**config.mk**
```make
export PLATFORM = sky130hd
export DESIGN_NAME = ctr_decryption
export DESIGN_NICKNAME = d
export VERILOG_FILES = /design/src/rtl/ctr_decryption.sv
export SDC_FILE = /design/constraint.sdc
export NUM_CORES = 1
export LEC_CHECK = 0
export ABC_AREA = 0
export CAP_MARGIN = 20
export CORE_AREA = 2 2 447 449
export CTS_CLUSTER_SIZE = 8
export DETAILED_ROUTE_END_ITERATION = 12
export DIE_AREA = 0 0 449 451
export PLACE_DENSITY = 0.39
export SYNTH_ARGS = -nofsm -noshare
export SYNTH_HDL_FRONTEND = slang
export SYNTH_SLANG_ARGS = --single-unit
export TNS_END_PERCENT = 10
```
**constraint.sdc**
```tcl
create_clock -name clk -period 2.3 [get_ports clk]
set_input_delay 0.345 -clock clk [delete_from_list [all_inputs] [get_ports clk]]
set_output_delay 0.345 -clock clk [all_outputs]
set_load 0.005 [all_outputs]
```
**src/rtl/ctr_decryption.sv**
```systemverilog
// Streaming AES-256 CTR-mode decryptor driving an external fixed-latency forward AES core.
// Optional trailing-partial-block masking is enabled with the CTR_LASTMASK_EN macro.
module ctr_decryption #(
  parameter int AES_LATENCY = 15,
  parameter int MAX_BLOCKS  = 8,
  localparam int NB_W = $clog2(MAX_BLOCKS + 1)
) (
  input  logic            clk,
  input  logic            rst,
  input  logic            start,
  input  logic [127:0]    iv,
  input  logic [255:0]    key,
  input  logic [NB_W-1:0] nblocks,
`ifdef CTR_LASTMASK_EN
  input  logic [3:0]      last_bytes,
`endif
  input  logic            ct_valid,
  output logic            ct_ready,
  input  logic [127:0]    ct_data,
  output logic            pt_valid,
  input  logic            pt_ready,
  output logic [127:0]    pt_data,
  output logic [127:0]    aes_in,
  input  logic [127:0]    aes_out,
  output logic [255:0]    aes_key,
  output logic            busy,
  output logic            done
);

  typedef enum logic [2:0] {
    S_IDLE    = 3'd0,
    S_KS_WAIT = 3'd1,
    S_CT_WAIT = 3'd2,
    S_PT_OUT  = 3'd3,
    S_FINISH  = 3'd4
  } state_t;

  localparam logic [5:0]      LAT_M1  = 6'(AES_LATENCY - 1);
  localparam logic [NB_W-1:0] ONE_BLK = NB_W'(1);

  state_t          state_r, state_s;
  logic [127:0]    ctr_r, ctr_s;
  logic [127:0]    ks_r, ks_s;
  logic [NB_W-1:0] remaining_r, remaining_s;
  logic [5:0]      wait_cnt_r, wait_cnt_s;
  logic            ct_ready_s, pt_valid_s, busy_s, done_s;
  logic [127:0]    pt_data_s, aes_in_s;

`ifdef CTR_LASTMASK_EN
  logic [3:0] last_r, last_s;

  // Keep the leading n bytes (MSB first); n==0 keeps the whole block.
  function automatic logic [127:0] tail_mask(input logic [3:0] n);
    if (n == 4'd0) begin
      tail_mask = {128{1'b1}};
    end else begin
      tail_mask = ~({128{1'b1}} >> {n, 3'b000});
    end
  endfunction
`endif

  assign aes_key = key;

  // State register
  always_ff @(posedge clk) begin
    if (rst) begin
      state_r <= S_IDLE;
    end else begin
      state_r <= state_s;
    end
  end

  // Next-state logic
  always_comb begin
    state_s = state_r;
    case (state_r)
      S_IDLE: begin
        if (start) begin
          state_s = (nblocks != {NB_W{1'b0}}) ? S_KS_WAIT : S_FINISH;
        end else begin
          state_s = S_IDLE;
        end
      end
      S_KS_WAIT: begin
        if (wait_cnt_r == LAT_M1) begin
          state_s = S_CT_WAIT;
        end else begin
          state_s = S_KS_WAIT;
        end
      end
      S_CT_WAIT: begin
        if (ct_valid && ct_ready) begin
          state_s = S_PT_OUT;
        end else begin
          state_s = S_CT_WAIT;
        end
      end
      S_PT_OUT: begin
        if (pt_ready) begin
          state_s = (remaining_r == ONE_BLK) ? S_FINISH : S_KS_WAIT;
        end else begin
          state_s = S_PT_OUT;
        end
      end
      S_FINISH: state_s = S_IDLE;
      default:  state_s = S_IDLE;
    endcase
  end

  // Datapath and registered-output next values; the wait counter runs from every aes_in
  // change and saturates, so time spent stalled in PT_OUT shortens the next KS_WAIT.
  always_comb begin
    ctr_s       = ctr_r;
    ks_s        = ks_r;
    remaining_s = remaining_r;
    wait_cnt_s  = (wait_cnt_r == LAT_M1) ? wait_cnt_r : wait_cnt_r + 6'd1;
    ct_ready_s  = 1'b0;
    pt_valid_s  = pt_valid;
    pt_data_s   = pt_data;
    aes_in_s    = aes_in;
    busy_s      = (state_s != S_IDLE);
    done_s      = (state_s == S_FINISH);
`ifdef CTR_LASTMASK_EN
    last_s      = last_r;
`endif
    case (state_r)
      S_IDLE: begin
        if (start && (nblocks != {NB_W{1'b0}})) begin
          ctr_s       = iv;
          remaining_s = nblocks;
          aes_in_s    = iv;
          wait_cnt_s  = 6'd0;
`ifdef CTR_LASTMASK_EN
          last_s      = last_bytes;
`endif
        end else begin
          ctr_s = ctr_r;
        end
      end
      S_KS_WAIT: begin
        if (wait_cnt_r == LAT_M1) begin
          ks_s       = aes_out;
          ct_ready_s = 1'b1;
        end else begin
          ks_s = ks_r;
        end
      end
      S_CT_WAIT: begin
        if (ct_valid && ct_ready) begin
`ifdef CTR_LASTMASK_EN
          pt_data_s = (remaining_r == ONE_BLK) ? ((ct_data ^ ks_r) & tail_mask(last_r))
                                               : (ct_data ^ ks_r);
`else
          pt_data_s = ct_data ^ ks_r;
`endif
          pt_valid_s = 1'b1;
          ct_ready_s = 1'b0;
          ctr_s      = ctr_r + 128'd1;
          aes_in_s   = ctr_r + 128'd1;
          wait_cnt_s = 6'd0;
        end else begin
          ct_ready_s = 1'b1;
        end
      end
      S_PT_OUT: begin
        if (pt_ready) begin
          pt_valid_s  = 1'b0;
          remaining_s = remaining_r - ONE_BLK;
        end else begin
          pt_valid_s = 1'b1;
        end
      end
      S_FINISH: ctr_s = ctr_r;
      default:  ctr_s = ctr_r;
    endcase
  end

  // Datapath and output registers
  always_ff @(posedge clk) begin
    if (rst) begin
      ctr_r       <= 128'd0;
      ks_r        <= 128'd0;
      remaining_r <= {NB_W{1'b0}};
      wait_cnt_r  <= 6'd0;
      ct_ready    <= 1'b0;
      pt_valid    <= 1'b0;
      pt_data     <= 128'd0;
      aes_in      <= 128'd0;
      busy        <= 1'b0;
      done        <= 1'b0;
`ifdef CTR_LASTMASK_EN
      last_r      <= 4'd0;
`endif
    end else begin
      ctr_r       <= ctr_s;
      ks_r        <= ks_s;
      remaining_r <= remaining_s;
      wait_cnt_r  <= wait_cnt_s;
      ct_ready    <= ct_ready_s;
      pt_valid    <= pt_valid_s;
      pt_data     <= pt_data_s;
      aes_in      <= aes_in_s;
      busy        <= busy_s;
      done        <= done_s;
`ifdef CTR_LASTMASK_EN
      last_r      <= last_s;
`endif
    end
  end

endmodule

```
**Word level (Yosys, flattened, before mapping)**

Cells that the tools add are included.

- Logic and storage cells: 59
- Output and inout port bits: 516
- Bits in registers: 401
- Input bits: 649

- $add $sub $neg: 3
- Muxes and demuxes: 23
- Bitwise gates (word level): 1
- Eq/ne operators: 9
- Reductions and logical operators: 13

Operator list:

| cell | number |
|---|---|
| $mux W128 | 2 |
| $pmux W128 S2 | 1 |
| $add A128 B1 Y128 const B | 1 |
| $xor A128 B128 Y128 | 1 |
| $mux W6 | 3 |
| $mux W3 | 4 |
| $pmux W3 S4 | 1 |
| $pmux W6 S2 | 1 |
| $mux W4 | 2 |
| $pmux W4 S2 | 1 |
| $add A6 B1 Y6 const B | 1 |
| $eq A3 B2 Y1 const B | 2 |
| $eq A6 B4 Y1 const B | 1 |
| $ne A2 B2 Y1 const B | 3 |
| $reduce_and A2 Y1 | 3 |
| $reduce_and A3 Y1 | 2 |
| $reduce_bool A2 Y1 | 3 |
| $mux W1 | 5 |
| $eq A4 B1 Y1 const B | 1 |
| $pmux W1 S2 | 2 |
| $reduce_bool A4 Y1 | 1 |
| $sub A4 B1 Y4 const B | 1 |
| $eq A3 B1 Y1 const B | 1 |
| $eq A3 B3 Y1 const B | 1 |
| other kinds (4) | 5 |

**Logic depth before layout (Yosys ltp)**

Gate-level depths: netlist of the first run.

- Depth in word-level cells: 5
- Mapped depth: 10
- Gate-level depth less buffers: 7

**Worst setup path after synthesis of the first run**

Ideal clock, no wire load.

- Path type: reg2reg
- Start point: reg ctr_r[0]
- End point: reg ctr_r[116]
- Data required time: 2.178 ns
- Buffers on the path: 0
- Stages on the path, launching flop included: 7
- Period minus slack after synthesis: 2.454 ns
- Path slack: -0.154 ns
- Arrival: 2.332 ns
- Library setup time: 0.122 ns
- Cell sequence: dfxtp_1 -> ha_1 -> nand4_1 -> nor4_4 -> nand4_1 -> or4_1 -> a311o_1

- Cells in the longest elaborated chain, start to end: 3

RTL lines:

| what | RTL line | source |
|---|---|---|
| start: declaration | 42 | `logic [127:0] ctr_r, ctr_s;` |
| start signal: assignment | 195 | `ctr_r <= ctr_s;` |
| $add A128 B1 Y128 | 158 | `ctr_s = ctr_r + 128'd1;` |
| $mux W128 | 149 | `if (ct_valid && ct_ready) begin` |
| $pmux W128 S2 | 126 | `case (state_r)` |

Every way passes these cells. The select of a mux whose other input is x is not followed.
A chain may end at the register's enable or synchronous reset.

**Final worst setup path of the first run**

- Start point: reg ctr_r[15]
- End point: reg ctr_r[90]

The elaborated chain is that of the path after synthesis.

==> flow_summary_export.csv, run 1 <==
group,metric,value,unit
placed_design,placedCellCount,6306,
min_path,hold_class,"in -> reg",
synthesis,synth_edf_count,0,
sta,fmax,394,MHz
critical_path,required,2850,ps
min_path,hold_end,"ks_r[74]",
synthesis,muxShareOfSynthArea,1.26,%
outcome,status,"finished, violations left",
synthesis,synth-simple-area-share,26.7,%
synthesis,yosys.area_share.adder,0.280,%
synthesis,syn_inst,2893,
critical_path,crit_arrival,3090,ps
sta,final.min_clock_period,2540,ps
synthesis,yosysUniqueCellTypes,74,
routing,vias,25100,
clocking,clk_pin_slew,60,ps
synthesis,syn-cell-area,22300,um2
critical_path,r2r_slack,-240,ps
finish,layout_common_cells,"clkdlybuf4s50_1 (648), buf_4 (511), nand2_1 (435), dfxtp_1 (346), nor2_1 (247)",
critical_path,critPathBufInv,3,
synthesis,synth_top_area_share,36.0,%
critical_path,path_max_fanout,6,
global_route,grt_pass1_vias,25000,
die,ios,1165,
run,max_cap_viol_count,0,
synthesis,ys.flop_type,"dfxtp_1",
finish,flow.area_growth_from_synthesis,69.4,%
pwr,ir_worst_vdd,0.534,mV
finish,final_cells,6445,
synthesis,yosysSeqAreaShare,36.0,%
routing,drc,0,
synthesis,synth_top_family_by_area,"simple AND/OR/NAND/NOR gates",
die,fp-row-count,164,
critical_path,critPathKind,"reg -> reg",
critical_path,start_kind,"flop",
critical_path,path_common_cell,"buf_4",
critical_path,reg2reg_depth,9,
placed_design,portBuffers,652,
synthesis,avgSynthCellArea,7.71,um2
routing,drtPass1Iterations,5,
sta,hold_viol_final,0,
sta,fin_ws,-241,ps
finish,final_util,19.1,%
synthesis,synthArstFlopShare,0,%
clocking,clockRootBuffer,"clkbuf_16",
clocking,cts_htree_levels,3,
sta,drv_slew,0,
finish,fill_cells,22300,
clocking,numCtsBuffers,67,
routing,routedWlPerCell,22.1,um
global_route,track_usage,13.5,%
clocking,clk_latency,690,ps
synthesis,yosysTopAreaCell,"dfxtp_1",
finish,layout_commonest_cell,"clkdlybuf4s50_1",
clocking,cts_tree,"built",
sta,period_share,110,%
sta,finalClockSkew,39.6,ps
global_route,antenna_found_initial,12,
critical_path,regToRegEndpoint,"ctr_r[90]",
synthesis,netlist_top_cells_area,"dfxtp_1 (36%), buf_4 (8.6%), nand2_1 (7.4%)",
routing,viasPerCell,3.89,
critical_path,crit_path_max_incr_delay,440,ps
sta,setup_viol,48,
sta,whs,219,ps
placed_design,hpwlAfterDp,114,mm
global_route,grt_pass1_wl,196,mm
pwr,p_leak,12.9,nW
critical_path,cp-end-kind,"flop",
die,die_h,451,um
critical_path,crit_family,"simple AND/OR/NAND/NOR gates",
global_route,grt_max_degree,75,
global_route,grt_overflow_total,0,
synthesis,synth_warnings,0,
sta,rsz0062_at_grt,"true",
clocking,cts_num_sinks,401,
sta,worst_slew_pin_slew,726,ps
routing,drt_iter0_markers,1381,
outcome,violations,"setup timing",
routing,drtAntennaViolNets,0,
synthesis,syn_nets,3547,
placed_design,gp_congestion,0.902,
routing,drt-total-wl,142,mm
finish,nNetsFinal,4411,
critical_path,rr_startpoint,"ctr_r[15]",
synthesis,synth_compound_area_share,17.8,%
finish,drive_gt1_share,23.8,%
critical_path,cp_cell_sequence,"buf_4 > nand4_1 > nor4_4 > buf_4 > buf_6 > nand4_4 > nor4_1 > o22ai_1 > a2111oi_0",
min_path,hold_depth,3,
critical_path,cpMaxStageDelayCell,"a2111oi_0",
sta,slew_headroom,51.4,%
min_path,hp-start,"aes_out[74]",
synthesis,synth-seq-cells,401,
pwr,power_density,536,nW/um2
die,dieArea,202000,um2
synthesis,synth-xor-area-share,5.22,%
die,coreArea,198000,um2
die,fp.dieW,449,um
critical_path,cp.depth,9,
die,start_util,11.3,%
clocking,ctsLongestPathBuffers,3,
[synthesized netlist by cell type (all sizes together) (4+ instances only)]
cell / number
a41oi: 6
inv: 30
nand2: 441
ha: 5
nor2: 254
nand3: 111
o21ai: 58
a21o: 11
o311ai: 12
a21oi: 223
nor3: 88
or3: 27
a2111oi: 4
and4: 23
mux2i: 18
nand2b: 12
or2: 4
xnor2: 132
dfxtp: 401
a31oi: 40
or4: 15
clkbuf: 155
and3: 38
o211ai: 7
nor3b: 6
nor4: 74
buf: 304
a22oi: 17
o22ai: 18
o31ai: 27
mux2: 9
o21a: 6
nand4: 94
a211oi: 148
and2: 19
a32o: 6
[state kept, by name (all words and copies together), names as in the netlist]
name / cells
ks_r: 128
pt_valid: 1
done: 1
wait_cnt_r: 6
ctr_r: 128
state_r: 3
pt_data: 128
busy: 1
ct_ready: 1
remaining_r: 4
[tightest hold or removal path: cells and delay by family]
kind / cells / cell delay (ps)
and+or+nand+nor: 1 / 60
AOI/OAI and AO/OA: 1 / 50
buffers and inverters: 1 / 400
[routing by layer]
metal  vias up  track usage [%]  wire (um)
li1      11800                -          -
met1     11900             14.6      53800
met2      1090             23.6      70200
met3       290             4.46      11000
met4        12             6.27       7060
met5         -            0.947        276
[worst max path at each step]
stage,startpoint,endpoint
after floorplan,ctr_r[41],ctr_r[109]
after global placement,ctr_r[24],ctr_r[78]
after detailed placement,ctr_r[24],ctr_r[78]
after CTS,ctr_r[1],ctr_r[116]
after global routing,ctr_r[1],ctr_r[90]
final,ctr_r[15],ctr_r[90]
[kinds of logic (layout without fill, tap and decap cells)]
kind of cell / count (synthesis) / after routing
other: 0 / 1
buffers and inverters: 489 / 1384
adders and majority gates: 5 / 5
muxes: 27 / 27
and+or+nand+nor: 1219 / 1219
DFF: 401 / 401
xor gates and xnor gates: 133 / 133
AOI/OAI and AO/OA: 619 / 619
[what timing repair did]
item                                   CTS  global route
endpoints found under the hold margin    7             0
setup endpoints to repair               89           109
hold buffers                             1             0
cloned                                   0             0
setup buffers                           13            29
pin swaps                               39            46
resized for setup                      161           111
[power by group]
group | internal [mW] | leakage [nW] | switching, mW
Sequential | 7.15 | 3.28 | 0.185
Combinational | 1.67 | 8.68 | 1.46
Clock | 5.72 | 0.986 | 4.06
Total | 14.5 | 12.9 | 5.71
[per-stage QoR]
| step | setup slack (ps) | area, um2 | power [mW] | TNS (ps) |
|---|---|---|---|---|
| global placement | -791 | 34300 | 10.5 | -70570 |
| detailed placement | -676 | 34300 | 10.5 | -69430 |
| global route | -414 | 37800 | 21.1 | -10110 |
| CTS | -267 | 37100 | 20.6 | -6880 |
| finish | -241 | 37800 | 20.3 | -4190 |
| floorplan | -24.8 | 22400 | 8.67 | -74.2 |
[layout make-up]
class | instances | area, um2 | share of cell area [%]
inverter | 30 | 113 | 0.298
clock inverter | 16 | 200 | 0.529
multi-input combinational | 2003 | 12400 | 32.8
clock buffer | 84 | 1830 | 4.84
tap | 2656 | 3320 | 8.79
timing repair buffer | 1254 | 11800 | 31.2
antenna | 1 | 2.50 | 0.00662
sequential | 401 | 8130 | 21.5
No activity file was read; power rests on OpenSTA's default activity.
==> inputs of run 2 (changes only) <==
--- a/config.mk
+++ b/config.mk
@@ -8,7 +8,6 @@
 export ABC_AREA = 0
 export CAP_MARGIN = 20
 export CORE_AREA = 2 2 447 449
-export CTS_CLUSTER_SIZE = 8
 export DETAILED_ROUTE_END_ITERATION = 12
 export DIE_AREA = 0 0 449 451
 export PLACE_DENSITY = 0.39
==> run 2 against run 1 <==
Effect of this change: the flow still finishes with violations (setup timing); critical path depth unchanged; sequential share of layout area up 0.094 points; register-to-register slack worse by 80 ps; largest cell class unchanged; highest routed layer unchanged.
==> flow_summary_export.csv, run 2 (synthesis gave the netlist of run 1 again) <==
group,metric,value,unit
clocking,ctsLongestPathBuffers,3,
finish,layout_common_cells,"clkdlybuf4s50_1 (646), buf_4 (507), nand2_1 (438), dfxtp_1 (351), nor2_1 (247)",
sta,fmax,381,MHz
die,fp-row-count,164,
critical_path,path_max_fanout,7,
pwr,power_density,519,nW/um2
min_path,hold_class,"in -> reg",
critical_path,cp-end-kind,"flop",
global_route,grt_pass1_wl,195,mm
sta,period_share,114,%
placed_design,placedCellCount,6306,
sta,setup_viol,50,
critical_path,crit_arrival,3190,ps
pwr,p_leak,12.8,nW
sta,setup_tns,-5010,ps
global_route,track_usage,13.4,%
routing,routedWlPerCell,22.0,um
global_route,grt_max_degree,75,
finish,nNetsFinal,4398,
finish,flow.area_growth_from_synthesis,68.6,%
critical_path,rr_startpoint,"ctr_r[63]",
critical_path,r2r_slack,-320,ps
outcome,status,"finished, violations left",
critical_path,regToRegEndpoint,"ctr_r[90]",
finish,layout_commonest_cell,"clkdlybuf4s50_1",
routing,drt-total-wl,142,mm
routing,vias,25000,
clocking,clk_latency,710,ps
routing,viasPerCell,3.88,
sta,hold_viol_final,0,
critical_path,crit_path_end,"ctr_r[90]",
critical_path,cp-startpoint,"ctr_r[63]",
global_route,grt_overflow_total,0,
critical_path,critPathKind,"reg -> reg",
global_route,antenna_found_initial,15,
die,coreArea,198000,um2
sta,whs,190,ps
routing,drt_iter0_markers,1323,
critical_path,reg2reg_depth,9,
finish,final_cells,6443,
die,ios,1165,
sta,worst_slew_pin_slew,720,ps
run,max_cap_viol_count,0,
die,dieArea,202000,um2
clocking,cts_htree_levels,2,
clocking,clk_pin_slew,60,ps
clocking,cts_tree,"built",
sta,final.min_clock_period,2620,ps
critical_path,start_kind,"flop",
global_route,grt_pass1_vias,24900,
die,die_h,451,um
routing,drtPass1Iterations,8,
pwr,ir_worst_vdd,0.509,mV
sta,drv_slew,0,
finish,final_util,19.0,%
clocking,clockRootBuffer,"clkbuf_16",
clocking,cts_num_sinks,401,
sta,rsz0062_at_grt,"true",
min_path,hp-start,"aes_out[92]",
sta,fin_ws,-322,ps
finish,largestRegisters,"ctr_r x128, ks_r x128, pt_data x128",
clocking,numCtsBuffers,58,
die,fp.dieW,449,um
placed_design,portBuffers,652,
die,start_util,11.3,%
placed_design,gp_congestion,0.902,
sta,slew_headroom,51.8,%
finish,drive_gt1_share,23.5,%
routing,drtAntennaViolNets,0,
placed_design,hpwlAfterDp,114,mm
finish,fill_cells,22400,
outcome,violations,"setup timing",
routing,drc,0,
sta,finalClockSkew,24.6,ps
critical_path,required,2870,ps
run 2: area by class of cell:
class / count / area [um2] / area share [%]
repair buffers: 1250 / 11800 / 31.3
flip-flops and latches: 401 / 8130 / 21.6
multi-input cells: 2003 / 12400 / 32.9
diodes: 3 / 7.51 / 0.0199
inverters: 30 / 113 / 0.299
clock inverters: 17 / 225 / 0.598
clock buffers: 83 / 1670 / 4.43
well taps: 2656 / 3320 / 8.83
run 2: routing by layer:
layer / vias up / GRT usage (%) / part of all wire [%]
li1: 11800 / - / -
met1: 11900 / 14.6 / 38
met2: 1017 / 23.5 / 50
met3: 258 / 4.17 / 7.5
met4: 14 / 6.19 / 4.8
met5: - / 0.947 / 0.20
run 2: worst min-delay path by stage:
stage                          end  slack (ps)  depth (start not counted)
after global routing      ks_r[16]         140                          3
after CTS                 ks_r[93]         110                          3
after global placement    ks_r[94]         450                          2
after floorplan            ks_r[0]         450                          2
final                     ks_r[92]         190                          3
after detailed placement   ks_r[3]         460                          2
run 2: through the flow:
stage	total power [mW]	area, um2	setup slack [ps]
5_1_grt	20.3	37600	-437
3_3_place_gp	10.5	34300	-791
3_5_place_dp	10.5	34300	-676
6_report	19.5	37600	-322
4_1_cts	19.9	37000	-282
2_1_floorplan	8.67	22400	-24.8
run 2: what timing repair did:
| item | CTS | global route |
|---|---|---|
| hold endpoints to repair | 10 | 0 |
| pin swaps | 39 | 45 |
| resized for setup | 163 | 105 |
| hold buffers | 1 | 0 |
| endpoints found under the setup margin | 94 | 96 |
| buffers inserted | 15 | 22 |
run 2: critical path, stage by stage, from the launching register on:
cell and delay, ps:
dfxtp_1 330, nand4_1 240, buf_4 270, nor3_1 260
buf_4 180, buf_4 110, nand2_1 150, nor4_1 340
o22ai_1 140, a2111oi_0 450
run 2: power breakdown:
part,internal (mW),switching [mW],leakage (nW)
Sequential,7.14,0.185,3.28
Clock,5.24,3.85,0.915
Combinational,1.67,1.46,8.59
==> inputs of run 3 (changes only) <==
--- a/config.mk
+++ b/config.mk
@@ -8,6 +8,7 @@
 export ABC_AREA = 0
 export CAP_MARGIN = 20
 export CORE_AREA = 2 2 447 449
+export CTS_CLUSTER_SIZE = 8
 export DETAILED_ROUTE_END_ITERATION = 12
 export DIE_AREA = 0 0 449 451
 export PLACE_DENSITY = 0.39
==> results of run 3 <==
The final DEF is identical to that of run 1; final timing and power are the same.
